`config.mk`:
```
export PLATFORM = sky130hd
export DESIGN_NAME = op_encoder
export DESIGN_NICKNAME = d
export VERILOG_FILES = /design/src/rtl/op_encoder_pkg.sv /design/src/rtl/op_fifo.sv /design/src/rtl/op_encoder.sv
export SDC_FILE = /design/constraint.sdc
export NUM_CORES = 1
export LEC_CHECK = 0
export ABC_CLOCK_PERIOD_IN_PS = 6000
export CAP_MARGIN = 30
export CORE_MARGIN = 2
export CORE_UTILIZATION = 30
export CTS_BUF_LIST = sky130_fd_sc_hd__clkbuf_8 sky130_fd_sc_hd__clkbuf_16
export CTS_CLUSTER_DIAMETER = 150
export DETAILED_ROUTE_END_ITERATION = 16
export MAX_ROUTING_LAYER = met4
export PLACE_DENSITY = 0.61
export SLEW_MARGIN = 20
export SYNTH_ARGS = -nofsm -noshare
export SYNTH_HDL_FRONTEND = slang
export SYNTH_SLANG_ARGS = --single-unit
export TNS_END_PERCENT = 30
```
`constraint.sdc`:
```
create_clock -name clk -period 6 [get_ports clk]
set_input_delay 1.8 -clock clk [delete_from_list [all_inputs] [get_ports clk]]
set_output_delay 1.8 -clock clk [all_outputs]
set_load 0.005 [all_outputs]
```
`src/rtl/op_encoder_pkg.sv`:
```
// Shared types and constants for the opcode encoder.
// Holds the request kind enum, fixed opcodes and the no-jump code.
package op_encoder_pkg;

    localparam int OPW = 10;

    typedef enum logic [2:0] {
        KIND_NOP     = 3'd0,
        KIND_ALU     = 3'd1,
        KIND_ALU_ALT = 3'd2,
        KIND_LOAD    = 3'd3,
        KIND_STORE   = 3'd4,
        KIND_LI      = 3'd5,
        KIND_BRANCH  = 3'd6,
        KIND_CMP     = 3'd7
    } reqKind_e;

    localparam logic [OPW-1:0] OP_NOP   = 10'h000;
    localparam logic [OPW-1:0] OP_LOAD  = 10'h320;
    localparam logic [OPW-1:0] OP_STORE = 10'h340;
    localparam logic [OPW-1:0] OP_LI    = 10'h300;
    localparam logic [OPW-1:0] OP_CMP   = 10'h014;
    localparam logic [OPW-1:0] OP_ALT7  = 10'h010;
    localparam logic [OPW-1:0] OP_ALT3  = 10'h011;

    localparam logic [2:0] NO_JUMP = 3'd6;

endpackage

```
`src/rtl/op_fifo.sv`:
```
// Opcode FIFO: DEPTH entries (power of two), W bits wide.
// Ports: push/wrData in, pop in, rdData out (zero when empty), full, empty.
module op_fifo
    import op_encoder_pkg::*;
#(
    parameter int DEPTH = 4,
    parameter int W     = OPW
) (
    input  logic         clk,
    input  logic         rst_n,
    input  logic         push,
    input  logic [W-1:0] wrData,
    input  logic         pop,
    output logic [W-1:0] rdData,
    output logic         full,
    output logic         empty
);

    localparam int AW = (DEPTH > 1) ? $clog2(DEPTH) : 1;

    logic [W-1:0]  mem [DEPTH];
    logic [AW-1:0] wrPtr;
    logic [AW-1:0] rdPtr;
    logic [AW:0]   count;
    logic          pushEn;
    logic          popEn;

    assign full   = (count == (AW+1)'(DEPTH));
    assign empty  = (count == '0);
    assign pushEn = push && !full;
    assign popEn  = pop && !empty;
    assign rdData = empty ? '0 : mem[rdPtr];

    always_ff @(posedge clk) begin
        if (pushEn) mem[wrPtr] <= wrData;
    end

    // Pointers wrap naturally since DEPTH is a power of two.
    always_ff @(posedge clk or negedge rst_n) begin
        if (!rst_n) begin
            wrPtr <= '0;
            rdPtr <= '0;
            count <= '0;
        end else begin
            if (pushEn) wrPtr <= wrPtr + 1'b1;
            if (popEn)  rdPtr <= rdPtr + 1'b1;
            unique case ({pushEn, popEn})
                2'b10:   count <= count + 1'b1;
                2'b01:   count <= count - 1'b1;
                default: count <= count;
            endcase
        end
    end

endmodule

```
`src/rtl/op_encoder.sv`:
```
// Encodes instruction-class requests into 10-bit opcodes, queued in a FIFO.
// Ports: req_* request handshake, op_* opcode handshake, err pulse, err_cnt.
module op_encoder
    import op_encoder_pkg::*;
#(
    parameter int DEPTH = 4,
    parameter int ERRW  = 8
) (
    input  logic            clk,
    input  logic            rst_n,
    input  logic            req_valid,
    output logic            req_ready,
    input  logic [2:0]      req_kind,
    input  logic [3:0]      req_alu,
    input  logic [2:0]      req_cond,
    output logic            op_valid,
    input  logic            op_ready,
    output logic [OPW-1:0]  op,
    output logic            err,
    output logic [ERRW-1:0] err_cnt
);

    logic [OPW-1:0] encOp;
    logic           illegal;
    logic           accept;
    logic           full;
    logic           empty;

    always_comb begin
        encOp   = OP_NOP;
        illegal = 1'b0;
        unique case (reqKind_e'(req_kind))
            KIND_NOP:   encOp = OP_NOP;
            KIND_ALU: begin
                encOp   = {6'b0, req_alu};
                illegal = (req_alu == 4'd0);
            end
            KIND_ALU_ALT: begin
                if (req_alu == 4'd7)      encOp = OP_ALT7;
                else if (req_alu == 4'd3) encOp = OP_ALT3;
                else                      illegal = 1'b1;
            end
            KIND_LOAD:  encOp = OP_LOAD;
            KIND_STORE: encOp = OP_STORE;
            KIND_LI:    encOp = OP_LI;
            KIND_BRANCH: begin
                encOp   = {2'b10, req_cond, 5'b0};
                illegal = (req_cond == NO_JUMP);
            end
            KIND_CMP:   encOp = OP_CMP;
            default:    encOp = OP_NOP;
        endcase
    end

    assign req_ready = !full;
    assign op_valid  = !empty;
    assign accept    = req_valid && req_ready;

    op_fifo #(
        .DEPTH (DEPTH),
        .W     (OPW)
    ) u_fifo (
        .clk    (clk),
        .rst_n  (rst_n),
        .push   (accept && !illegal),
        .wrData (encOp),
        .pop    (op_ready),
        .rdData (op),
        .full   (full),
        .empty  (empty)
    );

    // Illegal requests are consumed, never queued; counter saturates.
    always_ff @(posedge clk or negedge rst_n) begin
        if (!rst_n) begin
            err     <= 1'b0;
            err_cnt <= '0;
        end else begin
            err <= accept && illegal;
            if (accept && illegal && (err_cnt != '1))
                err_cnt <= err_cnt + 1'b1;
        end
    end

endmodule

```
; After elaboration in Yosys (flattened, before gate mapping)
; Memories as Yosys holds them, arrays and structs flattened.
; Cells that the tools add are included.
[word_totals]
out_inout_bits = 21
romBits = 0
input_bits = 14
latchBits = 0
memories = 1
mem_bits_rw = 40
regBits = 16
[op_classes]
eq_ne = 14
bitwise = 0
addsub = 5
shift = 0
div_mod_pow = 0
n_reduce_logical = 13
order_cmp = 0
mux = 10
multipliers = 0
[memory_table]
columns = name, words, width, rd, rd_clocked_by_memory_dff, wr, line_no
row1 = u_fifo.mem, 4, 10, 1, 0, 1, op_fifo.sv:21  ; logic [W-1:0] mem [DEPTH];
[ops]
columns = op, n
row1 = $pmux 10 s8, 1
row2 = $eq 3x3->1 const B, 6
row3 = $mux 10, 1
row4 = $mux 5, 2
row5 = $add 8x1->8 const B, 1
row6 = $ne 8x8->1 const B, 1
row7 = $eq 3x2->1 const B, 2
row8 = $logic_and 1x1->1, 6
row9 = $logic_not 3->1, 2
row10 = $pmux 3 s2, 1
row11 = $add 2x1->2 const B, 2
row12 = $eq 4x2->1 const B, 1
row13 = $eq 4x3->1 const B, 1
row14 = $logic_not 4->1, 1
row15 = $mux 1, 4
row16 = $add 3x1->3 const B, 1
row17 = $eq 3x1->1 const B, 1
row18 = $logic_not 1->1, 3
row19 = $pmux 1 s3, 1
row20 = $sub 3x1->3 const B, 1
row21 = $eq 2x1->1 const B, 1
row22 = $eq 2x2->1 const B, 1
row23 = $reduce_bool 2->1, 1

; Logic depth before layout (Yosys ltp)
; Gate-level depths: netlist (run 1).
[logic_depth]
word_depth = 9
depth_mapped = 9
ltp_nobuf = 9

; By module
; Synthesis (run 1) repeated with hierarchy kept, for this count alone.
[hier_totals]
cells_unflattened = 173
hier_area_um2 = 2677.6
[by_module_without_submodules]
columns = module, instances, area_per_inst_um2, seq_area_each_um2, cells_per_inst
row1 = op_fifo, 1, 2004.4, 1376.3, 101
row2 = op_encoder, 1, 673.1, 225.2, 72

; Worst setup path after synthesis (run 1)
; No wires, ideal clock.
[synth_path]
path_type = input port to flip-flop
start = input req_alu[0]
end = register u_fifo.count[2]
n_path_buf = 0
setup_slack_ns = 2.415
required_time_ns = 5.921
path_stages = 9
arrival_ns = 3.506
path_cell_list = nor4_2 -> a22oi_4 -> nand4_2 -> ha_1 -> inv_1 -> fa_1 -> xor2_1 -> nor2_1 -> xor2_1
[synth_via]
elab_chain_len = 9
[synth_rtl]
columns = item, line_no
row1 = "start, declared", op_encoder.sv:14  ; input logic [3:0] req_alu,
row2 = $eq 4x2->1, op_encoder.sv:40  ; else if (req_alu == 4'd3) encOp = OP_ALT3;
row3 = $mux 1, op_encoder.sv:40
row4 = $mux 1, op_encoder.sv:39  ; if (req_alu == 4'd7) encOp = OP_ALT7;
row5 = $pmux 1 s3 *, op_encoder.sv:32  ; unique case (reqKind_e'(req_kind))
row6 = $logic_not 1->1 *, op_encoder.sv:65  ; .push (accept && !illegal),
row7 = $logic_and 1x1->1 *, op_encoder.sv:65
row8 = $logic_and 1x1->1 *, op_fifo.sv:30  ; assign pushEn = push && !full;
row9 = $eq 2x1->1 / $eq 2x2->1 (equally long branches), op_fifo.sv:47  ; unique case ({pushEn, popEn})
row10 = $pmux 3 s2 / $reduce_bool 2->1 (equally long branches), n/a
row11 = "end signal, assigned", op_fifo.sv:48  ; 2'b10: count <= count + 1'b1;
row12 = "end signal, assigned", op_fifo.sv:49  ; 2'b01: count <= count - 1'b1;
row13 = "end signal, assigned", op_fifo.sv:50  ; default: count <= count;
row14 = "end, declared", op_fifo.sv:24  ; logic [AW:0] count;
; Every way passes the cells marked *; elsewhere a longest branch is shown, timed or not.
; A chain may end at the register's enable or synchronous reset.

; Worst setup path in the final report (run 1)
[layout_path]
start = input req_kind[2]
end = register u_fifo.count[2]
[layout_via]
elab_chain_len = 7
[layout_rtl]
columns = item, line_no
row1 = "start, declared", op_encoder.sv:13  ; input logic [2:0] req_kind,
row2 = $eq 3x3->1 (tied with other cells), op_encoder.sv:32
row3 = $pmux 1 s3 *, op_encoder.sv:32
row4 = $logic_not 1->1 *, op_encoder.sv:65
row5 = $logic_and 1x1->1 *, op_encoder.sv:65
row6 = $logic_and 1x1->1 *, op_fifo.sv:30
row7 = $eq 2x1->1 / $eq 2x2->1 (equally long branches), op_fifo.sv:47
row8 = $pmux 3 s2 / $reduce_bool 2->1 (equally long branches), n/a
; Marked as above.

==> out/results.md, run 1 <==
| Group | Parameter | Reported |
|:---|:---|:---|
| routing | Final wirelength | 4680 um |
| global routing | Global routing met2 resource utilization | 16.6% |
| placed design | Setup slack at placement | 1.42 ns |
| power | Leakage power of the design | 1.18 nW |
| logic synthesis | Synthesized area per cell | 15.4 um2 |
| flow run | Max-capacitance violation count | 0 |
| sta | Fin. Hold Viols | 0 |
| global routing | First-pass GRT wire length | 7670 um |
| routing | Final antenna-violating net count | 0 |
| global routing | Pin count of the biggest net entering global routing | 19 |
| routing | 1st-pass router iterations | 4 |
| sta | Portion of the clock cycle consumed by the worst path in the final layout | 70.2% |
| sta | Final-layout setup total negative slack | 0 ns |
| logic synthesis | Yosys warning total | 0 |
| logic synthesis | Cells after Synth | 171 |
| logic synthesis | Fraction of post-synthesis cell area in the top cell type by area | 45.6% |
| critical path | Startpoint type of the worst setup path | input pin |
| logic synthesis | Count of state elements after synthesis | 56 |
| finish | Commonest non-fill, non-tap cell in the layout | sky130_fd_sc_hd__edfxtp_1 |
| min path | Capture endpoint of the worst hold path | u_fifo.count[2] |
| clock network | Clock slew at the register clock pins of the worst setup and hold paths | 0.10 ns |
| sta | Count of final setup violators | 0 |
| placed design | Area post-placement | 0.00308 mm2 |
| clock network | Clk Latency, worst-skew pair | 0.30 ns |
| placed design | GP Congestion | 0.793 |
| critical path | Worst reg2reg path startpoint | u_fifo.count[0] |
| critical path | Worst-path fanout max | 13 |
| finish | Number of fillers in the final layout | 821 |
| critical path | Worst setup path class | in2reg |
| logic synthesis | Number of library cell types mapped by synthesis | 42 |
| min path | Min-Delay Path Class | reg2reg |
| global routing | Met3 demand-to-capacity share in global routing | 1.87% |
| critical path | Element type at the critical path end | flop |
| logic synthesis | Adder-Cell Fraction of Synth Area | 3.61% |
| sta | Pin slew with the least headroom to its limit | 0.924 ns |
| clock network | CTS Buf Count | 5 |
| global routing | All-layer global routing usage | 10.6% |
| routing | Post-detailed-route DRC marker count | 0 |
| critical path | Endpoint of the lowest-slack register-to-register path | u_fifo.count[2] |
| logic synthesis | Multiplexer share of the synthesized area | 10.6% |
| floorplanning | Area of the core | 0.00864 mm2 |
| logic synthesis | Net count of the mapped netlist | 192 |
| placed design | Half-perimeter wire length after detailed placement | 3390 um |
| logic synthesis | Fraction of the mapped netlist area in simple logic gates | 11.6% |
| power | Peak supply drop | 0.129 mV |
| clock network | CTS Hold Bufs | 0 |
| clock network | Number of H-tree levels | 2 |
| power | Power per unit of standard cell area | 386 mW/mm2 |
| floorplanning | Area enclosed by the die boundary | 0.00954 mm2 |
| finish | Layout net count | 228 |
| critical path | Worst-case register-to-register setup slack | 3.71 ns |
| logic synthesis | Dominant cell type by area after synthesis | sky130_fd_sc_hd__edfxtp_1 |
| critical path | Data arrival time at the worst-slack endpoint | 4.45 ns |
| logic synthesis | Post-synthesis share of cell area spent on xor and xnor gates | 4.32% |
| clock network | Cell at the root of the clock tree | sky130_fd_sc_hd__clkbuf_8 |
| outcome | Outcome | finished clean |
| power | Total power | 1.23 mW |
| finish | Layout cell share with drive strength beyond 1 | 14.9% |
| finish | Cell area after layout | 0.00318 mm2 |
| clock network | Clock Sinks | 56 |
| clock network | Maximum clock path buffer count | 2 |
| global routing | Antenna violations before repair | 0 |
| logic synthesis | Compound-gate portion of the synthesized area | 6.41% |
| routing | 1st-iter DRT viols | 43 |
| finish | Fraction of the core area covered by cells at the end of the flow | 36.8% |
| sta | Upper clock frequency limit | 237 MHz |
| placed design | Number of placed instances with taps included | 307 |
| global routing | Met1 layer usage reported by global route | 14.1% |
| sta | Pins Over Slew Limit | 0 |
| critical path | Cell count of the worst reg-to-reg path | 8 |
| critical path | Required time at the worst-slack endpoint | 6.24 ns |
| global routing | Number of global-route vias before repair | 1437 |
| floorplanning | Die extent in x | 97.7 um |
| logic synthesis | Async set or reset register ratio after synthesis | 28.6% |
| finish | Count of inserted antenna diode cells | 0 |
| logic synthesis | Largest family of logic cells by synthesized area | simple AND/OR/NAND/NOR gates |
| floorplanning | Count of standard-cell rows | 34 |
| sta | Worst clock skew on the final layout | 0.0122 ns |
| routing | Final routed wire length divided by cell count | 14.8 um |
| logic synthesis | Number of enable-type register cells in the synthesized netlist | 40 |
| sta | Unrepaired setup endpoints after global routing | no |
| min path | Startpoint of the tightest hold check path | u_fifo.count[2] |
| routing | Via count normalized by instance count | 4.62 |
| logic synthesis | Share of the yosys chip area belonging to registers | 60.8% |
| global routing | GRT Max-Usage Layer | met2 |
| placed design | Number of input and output port buffers inserted | 34 |
| logic synthesis | Primary FF master, synth | sky130_fd_sc_hd__edfxtp_1 |
| finish | Post-Layout Cell Count | 316 |
| logic synthesis | Mapped Area | 0.00263 mm2 |
| sta | Least setup slack across all paths after layout | 1.79 ns |
| floorplanning | Die Height | 97.7 um |
| global routing | Leftover overflow at the end of global routing | 0 |
| finish | Synthesis-to-finish area growth | 20.8% |
| sta | Post-layout min period | 4.21 ns |
| sta | Worst hold-check slack | 0.491 ns |
| sta | Relative slew margins | 38.2% |
| routing | Number of vias after detailed routing | 1459 |
| clock network | CTS tree | built |
| min path | Worst hold path cell count | 1 |
| clock network | Number of gates given a new drive strength after cts | 0 |
| logic synthesis | Top cells by area, synth | sky130_fd_sc_hd__edfxtp_1, sky130_fd_sc_hd__dfrtp_1, sky130_fd_sc_hd__mux4_2 |
| floorplanning | Ports placed on the boundary | 35 |
| clock network | Number of buffers inserted to repair setup after CTS | 0 |
| floorplanning | Starting utilization of the core area | 30.5% |
| finish | Most used cells in the layout excluding fill and tap cells | sky130_fd_sc_hd__edfxtp_1, sky130_fd_sc_hd__clkdlybuf4s50_1, sky130_fd_sc_hd__dfrtp_1 |
-- cell type report --
| class | instances | area [um2] | share of cell area (%) |
|---|---|---|---|
| Sequential cell | 56 | 1600 | 50.3 |
| Multi-Input combinational cell | 97 | 962 | 30.2 |
| Timing Repair Buffer | 35 | 348 | 10.9 |
| Tap cell | 108 | 135 | 4.25 |
| Clock buffer | 5 | 68.8 | 2.16 |
| Inverter | 12 | 45.0 | 1.42 |
| Clock inverter | 3 | 21.3 | 0.669 |
-- state kept, by name, indices dropped and copies added, names as in the netlist --
register and count:
err_cnt 8, u_fifo.count 3, err 1, u_fifo.rdPtr 2, u_fifo.wrPtr 2, u_fifo.mem 40
-- synthesized netlist by cell type (2+ instances only) --
library cell and instances:
sky130_fd_sc_hd__edfxtp_1 40, sky130_fd_sc_hd__buf_2 2, sky130_fd_sc_hd__inv_1 12, sky130_fd_sc_hd__nand2b_1 2, sky130_fd_sc_hd__nand3_1 4, sky130_fd_sc_hd__xnor2_1 4, sky130_fd_sc_hd__nor2_1 6, sky130_fd_sc_hd__xor2_1 9
sky130_fd_sc_hd__nand4_1 2, sky130_fd_sc_hd__ha_1 6, sky130_fd_sc_hd__dfrtp_1 16, sky130_fd_sc_hd__clkbuf_1 3, sky130_fd_sc_hd__a2111oi_4 2, sky130_fd_sc_hd__mux2_2 2, sky130_fd_sc_hd__a21oi_1 4, sky130_fd_sc_hd__mux2i_1 2
sky130_fd_sc_hd__a211oi_1 3, sky130_fd_sc_hd__nand2_1 7, sky130_fd_sc_hd__mux4_2 10, sky130_fd_sc_hd__and2_1 12, sky130_fd_sc_hd__nor3_1 2
-- how the worst max path moves through the flow --
stage / startpoint / to / slack, ns / cells after the start
floorplan: req_alu[0] / u_fifo.count[2] / 2.42 / 9
global placement: req_kind[2] / u_fifo.mem[2][3] / 1.55 / 5
detailed placement: req_kind[2] / u_fifo.mem[1][3] / 1.42 / 5
CTS: req_kind[2] / u_fifo.mem[1][9] / 1.75 / 5
global route: req_kind[2] / u_fifo.mem[2][9] / 1.62 / 5
finish: req_kind[2] / u_fifo.count[2] / 1.79 / 10
-- routing by layer --
layer	wire (um)	vias to the layer above
met1	2190	720
met3	140	2
li1	-	701
met4	27	0
met2	2330	36
met5	0	-
-- cell families (layout without fill, tap and decap cells) --
kind of cell | Yosys count | after routing
xor gates and xnor gates | 13 | 13
muxes | 15 | 15
and+or+nand+nor | 48 | 48
buffers and inverters | 18 | 55
AOI/OAI and AO/OA | 14 | 14
DFF | 56 | 56
adders and majority gates | 7 | 7
-- worst max-delay path: stages --
cell and delay [ns]:
sky130_fd_sc_hd__clkdlybuf4s50_1 0.73, sky130_fd_sc_hd__and4b_1 0.43, sky130_fd_sc_hd__nand3b_4 0.21, sky130_fd_sc_hd__nand4_2 0.24, sky130_fd_sc_hd__ha_1 0.21, sky130_fd_sc_hd__inv_1 0.06
sky130_fd_sc_hd__fa_1 0.37, sky130_fd_sc_hd__xor2_1 0.15, sky130_fd_sc_hd__nor2_1 0.11, sky130_fd_sc_hd__xor2_1 0.14
-- where the power goes --
part,switching (mW),leakage (nW),internal (mW)
clock,0.119,0.0445,0.0831
combinational,0.169,0.553,0.275
sequential,0.0764,0.580,0.505
Note: power is estimated with default switching activity, not from simulation.
==> run 2, diff against run 1 <==
--- a/config.mk
+++ b/config.mk
@@ -5,7 +5,7 @@
 export SDC_FILE = /design/constraint.sdc
 export NUM_CORES = 1
 export LEC_CHECK = 0
-export ABC_CLOCK_PERIOD_IN_PS = 6000
+export ABC_CLOCK_PERIOD_IN_PS = 4300
 export CAP_MARGIN = 30
 export CORE_MARGIN = 2
 export CORE_UTILIZATION = 30
==> constraint.sdc (replaced) <==
create_clock -name clk -period 4.3 [get_ports clk]
set_input_delay 1.29 -clock clk [delete_from_list [all_inputs] [get_ports clk]]
set_output_delay 1.29 -clock clk [all_outputs]
set_load 0.005 [all_outputs]
==> out/results.md, run 2 (synthesized netlist as in run 1, its figures left out) <==
| Group | Parameter | Reported | Change |
|:---|:---|:---|:---|
| global routing | Number of global-route vias before repair | 1512 | +5.2% |
| critical path | Worst setup path class | in2reg |  |
| finish | Registers with the highest flip-flop counts | u_fifo.mem x40, err_cnt x8, u_fifo.count x3 |  |
| min path | Worst hold path cell count | 1 | unchanged |
| routing | 1st-pass router iterations | 4 | unchanged |
| routing | Number of vias after detailed routing | 1490 | +2.1% |
| placed design | Half-perimeter wire length after detailed placement | 3520 um | +4.0% |
| clock network | CTS Buf Count | 5 | unchanged |
| sta | Final-layout setup total negative slack | 0 ns | unchanged |
| placed design | Area post-placement | 0.00312 mm2 | +1.2% |
| floorplanning | Die Height | 97.7 um | unchanged |
| finish | Layout net count | 232 | +1.8% |
| min path | Min-Delay Path Class | reg2reg |  |
| finish | Commonest non-fill, non-tap cell in the layout | sky130_fd_sc_hd__edfxtp_1 |  |
| global routing | Pin count of the biggest net entering global routing | 19 | unchanged |
| sta | Fin. Hold Viols | 0 | unchanged |
| critical path | Worst-path fanout max | 13 | unchanged |
| floorplanning | Starting utilization of the core area | 30.5% | unchanged |
| sta | Unrepaired setup endpoints after global routing | no |  |
| placed design | GP Congestion | 0.778 | -1.9% |
| routing | Final wirelength | 4800 um | +2.6% |
| clock network | CTS Hold Bufs | 0 | unchanged |
| sta | Relative slew margins | 51.2% | +13 points |
| critical path | Required time at the worst-slack endpoint | 4.54 ns | -1.70 ns |
| sta | Pin slew with the least headroom to its limit | 0.730 ns | -0.194 ns |
| outcome | Outcome | finished clean |  |
| floorplanning | Area of the core | 0.00864 mm2 | unchanged |
| critical path | Cell count of the worst reg-to-reg path | 8 | unchanged |
| clock network | Clk Latency, worst-skew pair | 0.31 ns | about the same |
| floorplanning | Area enclosed by the die boundary | 0.00954 mm2 | unchanged |
| finish | Top register by number of flip-flops | u_fifo.mem |  |
| sta | Portion of the clock cycle consumed by the worst path in the final layout | 84.3% |  |
| finish | Layout cell share with drive strength beyond 1 | 16.5% | +1.6 points |
| sta | Upper clock frequency limit | 276 MHz |  |
| routing | Final antenna-violating net count | 0 | unchanged |
| clock network | CTS tree | built |  |
| finish | Flip-flop count of the largest register after layout | 40 | unchanged |
| routing | Post-detailed-route DRC marker count | 0 | unchanged |
| power | Total power | 1.74 mW | +41% |
| floorplanning | Die extent in x | 97.7 um | unchanged |
| finish | Count of inserted antenna diode cells | 0 | unchanged |
| finish | Most used cells in the layout excluding fill and tap cells | sky130_fd_sc_hd__edfxtp_1, sky130_fd_sc_hd__clkdlybuf4s50_1, sky130_fd_sc_hd__dfrtp_1 |  |
| routing | 1st-iter DRT viols | 49 | +14% |
| sta | Worst clock skew on the final layout | 0.00823 ns | -0.00399 ns |
| clock network | Number of buffers inserted to repair setup after CTS | 0 | unchanged |
| clock network | Clock slew at the register clock pins of the worst setup and hold paths | 0.09 ns | about the same |
| global routing | First-pass GRT wire length | 7890 um | +3.0% |
| global routing | Leftover overflow at the end of global routing | 0 | unchanged |
| finish | Area taken by flip-flops and latches | 0.00160 mm2 | unchanged |
| critical path | Worst reg2reg path startpoint | u_fifo.count[0] |  |
| power | Power per unit of standard cell area | 541 mW/mm2 | +40% |
| min path | Startpoint of the tightest hold check path | u_fifo.count[2] |  |
| critical path | Worst-case register-to-register setup slack | 1.98 ns | -1.73 ns |
| clock network | Clock Sinks | 56 | unchanged |
| power | Leakage power of the design | 1.20 nW | +1.4% |
| critical path | Endpoint of the lowest-slack register-to-register path | u_fifo.count[2] |  |
| finish | Post-Layout Cell Count | 320 | +1.3% |
| placed design | Number of placed instances with taps included | 312 | +1.6% |
| critical path | Startpoint type of the worst setup path | input pin |  |
| sta | Pins Over Slew Limit | 0 | unchanged |
| placed design | Number of input and output port buffers inserted | 34 | unchanged |
| routing | Final routed wire length divided by cell count | 15.0 um | +1.3% |
| routing | Via count normalized by instance count | 4.66 | +0.85% |
| floorplanning | Ports placed on the boundary | 35 | unchanged |
| min path | Capture endpoint of the worst hold path | u_fifo.count[2] |  |
| clock network | Number of H-tree levels | 2 | unchanged |
| finish | Number of fillers in the final layout | 827 | +0.73% |
| critical path | Element type at the critical path end | flop |  |
| global routing | All-layer global routing usage | 10.9% | +0.31 points |
| sta | Post-layout min period | 3.63 ns |  |
| floorplanning | Count of standard-cell rows | 34 | unchanged |
| clock network | Number of gates given a new drive strength after cts | 0 | unchanged |
| clock network | Cell at the root of the clock tree | sky130_fd_sc_hd__clkbuf_8 |  |
| global routing | Antenna violations before repair | 0 | unchanged |
| flow run | Max-capacitance violation count | 0 | unchanged |
| finish | Synthesis-to-finish area growth | 21.9% |  |
| finish | Cell area after layout | 0.00321 mm2 | +0.94% |
| clock network | Maximum clock path buffer count | 2 | unchanged |
| power | Peak supply drop | 0.181 mV | +41% |
| critical path | Data arrival time at the worst-slack endpoint | 3.86 ns | -0.59 ns |
| finish | Area occupied by multi-input gates | 962 um2 | unchanged |
| sta | Count of final setup violators | 0 | unchanged |
## run 2: cell count changes in the layout (fill, tap and decap cells not counted), sizes merged
| cell | delta |
|---|---|
| buf | +4 |
| clkinv | -1 |
| clkinvlp | +1 |
## run 2: worst max-delay path, stage by stage
cell and delay (ns):
sky130_fd_sc_hd__clkdlybuf4s50_1 0.71, sky130_fd_sc_hd__and4b_1 0.40, sky130_fd_sc_hd__nand3b_4 0.19, sky130_fd_sc_hd__nand4_2 0.23, sky130_fd_sc_hd__ha_1 0.21, sky130_fd_sc_hd__inv_1 0.06
sky130_fd_sc_hd__fa_1 0.37, sky130_fd_sc_hd__xor2_1 0.15, sky130_fd_sc_hd__nor2_1 0.11, sky130_fd_sc_hd__xor2_1 0.14
## run 2: layer usage
| layer | share of wire, % | vias to the layer above | track usage (%) |
|---|---|---|---|
| met5 | 0 | - | - |
| met4 | 2.1 | 0 | 4.49 |
| met3 | 3.5 | 10 | 2.23 |
| li1 | - | 713 | - |
| met2 | 50 | 38 | 17.6 |
| met1 | 44 | 729 | 13.3 |
## run 2: per-stage QoR
stage               setup slack (ns)  util, %  hold slack, ns
floorplan                       1.23        -           0.450
global placement               0.436     36.1           0.469
detailed placement             0.328     36.1           0.473
CTS                            0.623     37.2           0.486
global route                   0.472     37.2           0.510
finish                         0.674     37.2           0.483
## run 2: area by class of cell
class | count | area share (%)
clock buffer | 5 | 2.14
timing repair buffer | 39 | 11.8
inverter | 12 | 1.40
clock inverter | 3 | 0.662
multi-input combinational | 97 | 30.0
tap | 108 | 4.21
sequential | 56 | 49.9
## run 2: worst max-delay path by stage
stage / start / endpoint / cells past startpoint
6_report: req_kind[1] / u_fifo.count[2] / 10
3_5_place_dp: req_kind[1] / u_fifo.count[2] / 10
4_1_cts: u_fifo.rdPtr[0] / op[7] / 3
2_1_floorplan: req_alu[0] / u_fifo.count[2] / 9
5_1_grt: req_kind[1] / u_fifo.count[2] / 10
3_3_place_gp: req_kind[1] / u_fifo.count[2] / 10
## run 2: report_power, final
part	switching (mW)	internal [mW]
Combinational	0.243	0.394
Sequential	0.110	0.704
Clock	0.172	0.115
==> run 3, diff against run 2 <==
--- a/config.mk
+++ b/config.mk
@@ -5,7 +5,7 @@
 export SDC_FILE = /design/constraint.sdc
 export NUM_CORES = 1
 export LEC_CHECK = 0
-export ABC_CLOCK_PERIOD_IN_PS = 4300
+export ABC_CLOCK_PERIOD_IN_PS = 3670
 export CAP_MARGIN = 30
 export CORE_MARGIN = 2
 export CORE_UTILIZATION = 30
==> constraint.sdc (replaced) <==
create_clock -name clk -period 3.67 [get_ports clk]
set_input_delay 1.101 -clock clk [delete_from_list [all_inputs] [get_ports clk]]
set_output_delay 1.101 -clock clk [all_outputs]
set_load 0.005 [all_outputs]
==> out/results.md, run 3 (synthesized netlist as in run 1, its figures left out) <==
| Group | Parameter | Reported | Change |
|:---|:---|:---|:---|
| global routing | All-layer global routing usage | 10.7% | -0.14 points |
| sta | Pins Over Slew Limit | 0 | unchanged |
| floorplanning | Area enclosed by the die boundary | 0.00954 mm2 | unchanged |
| critical path | Element type at the critical path end | primary output |  |
| routing | Post-detailed-route DRC marker count | 0 | unchanged |
| clock network | CTS tree | built |  |
| critical path | Required time at the worst-slack endpoint | 2.57 ns | -1.97 ns |
| clock network | Cell at the root of the clock tree | sky130_fd_sc_hd__clkbuf_8 |  |
| finish | Post-Layout Cell Count | 325 | +1.6% |
| power | Peak supply drop | 0.329 mV | +82% |
| finish | Most used cells in the layout excluding fill and tap cells | sky130_fd_sc_hd__edfxtp_1, sky130_fd_sc_hd__clkdlybuf4s50_1, sky130_fd_sc_hd__dfrtp_1 |  |
| finish | Commonest non-fill, non-tap cell in the layout | sky130_fd_sc_hd__edfxtp_1 |  |
| routing | 1st-iter DRT viols | 71 | +45% |
| sta | Unrepaired setup endpoints after global routing | no |  |
| power | Power per unit of standard cell area | 633 mW/mm2 | +17% |
| finish | Registers with the highest flip-flop counts | u_fifo.mem x40, err_cnt x8, u_fifo.count x3 |  |
| sta | Relative slew margins | 50.2% | -0.99 points |
| critical path | Worst-case register-to-register setup slack | 1.45 ns | -0.53 ns |
| sta | Count of final setup violators | 0 | unchanged |
| sta | Worst hold-check slack | 0.494 ns | +0.0111 ns |
| outcome | Outcome | finished clean |  |
| global routing | Pin count of the biggest net entering global routing | 20 | +1 |
| global routing | Antenna violations before repair | 0 | unchanged |
| routing | Via count normalized by instance count | 4.52 | -3.0% |
| clock network | Clock Sinks | 56 | unchanged |
| floorplanning | Count of standard-cell rows | 34 | unchanged |
| sta | Worst clock skew on the final layout | 0.0147 ns | +0.00650 ns |
| finish | Flip-flop count of the largest register after layout | 40 | unchanged |
| clock network | Number of buffers inserted to repair setup after CTS | 0 | unchanged |
| global routing | Leftover overflow at the end of global routing | 0 | unchanged |
| placed design | Half-perimeter wire length after detailed placement | 3350 um | -4.8% |
| floorplanning | Die extent in x | 97.7 um | unchanged |
| floorplanning | Die Height | 97.7 um | unchanged |
| global routing | First-pass GRT wire length | 7800 um | -1.2% |
| clock network | CTS Hold Bufs | 0 | unchanged |
| finish | Layout cell share with drive strength beyond 1 | 18.4% | +1.9 points |
| placed design | GP Congestion | 0.785 | +0.87% |
| finish | Count of inserted antenna diode cells | 0 | unchanged |
| critical path | Ordered cell list for the critical path | buf_4 > mux4_2 > and2_1 > clkdlybuf4s50_1 |  |
| sta | Post-layout min period | 3.14 ns |  |
| critical path | Data arrival time at the worst-slack endpoint | 2.04 ns | -1.82 ns |
| routing | Final antenna-violating net count | 0 | unchanged |
| power | Leakage power of the design | 1.22 nW | +2.0% |
| sta | Upper clock frequency limit | 319 MHz |  |
| clock network | Number of H-tree levels | 2 | unchanged |
| clock network | Number of gates given a new drive strength after cts | 0 | unchanged |
| sta | Portion of the clock cycle consumed by the worst path in the final layout | 85.5% |  |
| placed design | Setup slack at placement | 0.211 ns | -0.117 ns |
| floorplanning | Ports placed on the boundary | 35 | unchanged |
| placed design | Number of input and output port buffers inserted | 34 | unchanged |
| clock network | Clock slew at the register clock pins of the worst setup and hold paths | 0.10 ns | about the same |
| floorplanning | Starting utilization of the core area | 30.5% | unchanged |
| clock network | CTS Buf Count | 5 | unchanged |
| sta | Least setup slack across all paths after layout | 0.532 ns | -0.142 ns |
| min path | Min-Delay Path Class | reg2reg |  |
| power | Total power | 2.06 mW | +19% |
| critical path | Startpoint type of the worst setup path | flop |  |
| floorplanning | Area of the core | 0.00864 mm2 | unchanged |
| routing | Number of vias after detailed routing | 1468 | -1.5% |
| finish | Layout net count | 237 | +2.2% |
| routing | Final routed wire length divided by cell count | 14.5 um | -3.1% |
| placed design | Number of placed instances with taps included | 317 | +1.6% |
| finish | Top register by number of flip-flops | u_fifo.mem |  |
| flow run | Max-capacitance violation count | 0 | unchanged |
| finish | Number of fillers in the final layout | 815 | -1.5% |
| clock network | Maximum clock path buffer count | 2 | unchanged |
| sta | Fin. Hold Viols | 0 | unchanged |
| critical path | Max incr delay on CP | 0.55 ns | -0.16 ns |
| sta | Final-layout setup total negative slack | 0 ns | unchanged |
| clock network | Clk Latency, worst-skew pair | 0.31 ns | about the same |
| global routing | Number of global-route vias before repair | 1523 | +0.73% |
| sta | Pin slew with the least headroom to its limit | 0.745 ns | +0.0148 ns |
| routing | 1st-pass router iterations | 4 | unchanged |
| critical path | Max stage delay cell, worst path | sky130_fd_sc_hd__mux4_2 |  |
| critical path | Worst-path fanout max | 12 | -1 |
| routing | Final wirelength | 4730 um | -1.6% |
| finish | Synthesis-to-finish area growth | 23.6% |  |
| critical path | Worst setup path class | reg2out |  |
run 3: where the power goes:
group	switching, mW	total, mW	internal [mW]
combinational	0.325	0.799	0.474
sequential	0.0895	0.915	0.825
clock	0.208	0.348	0.139
run 3: stage by stage:
step	util, %	cell area (um2)
floorplan	-	2630
detailed placement	36.6	3160
finish	37.7	3250
CTS	37.7	3250
global route	37.7	3250
global placement	36.6	3160
run 3: worst paths after layout:
path                                        end  cells past startpoint       startpoint
max in group asynchronous       u_fifo.count[1]                      1            rst_n
worst min register to register  u_fifo.count[2]                      1  u_fifo.count[2]
worst min-delay path            u_fifo.count[2]                      1  u_fifo.count[2]
min in group asynchronous            err_cnt[7]                      1            rst_n
worst max register to register  u_fifo.count[2]                      8  u_fifo.count[0]
worst max-delay path                      op[7]                      4  u_fifo.rdPtr[0]
run 3: routing by layer:
layer,vias to the layer above,wire length [um],global-route usage [%]
met5,-,0,-
li1,715,-,-
met3,9,138,1.73
met4,0,108,4.81
met2,31,2190,16.1
met1,713,2290,14.4
run 3: final cells by class:
type                            instances  area (um2)  area share, %
Multi-Input combinational cell         97         962           29.6
Tap cell                              108         135           4.15
Inverter                               12        45.0           1.38
Timing Repair Buffer                   44         415           12.8
Sequential cell                        56        1600           49.2
Clock buffer                            5        68.8           2.11
Clock inverter                          3        26.3          0.807
run 3: worst max-delay path: cells and delay by family, from the launching register on:
kind,cells,cell delay [ns]
multiplexers,1,0.55
flip-flops,1,0.33
buffers and inverters,2,0.69
AND/OR/NAND/NOR,1,0.17
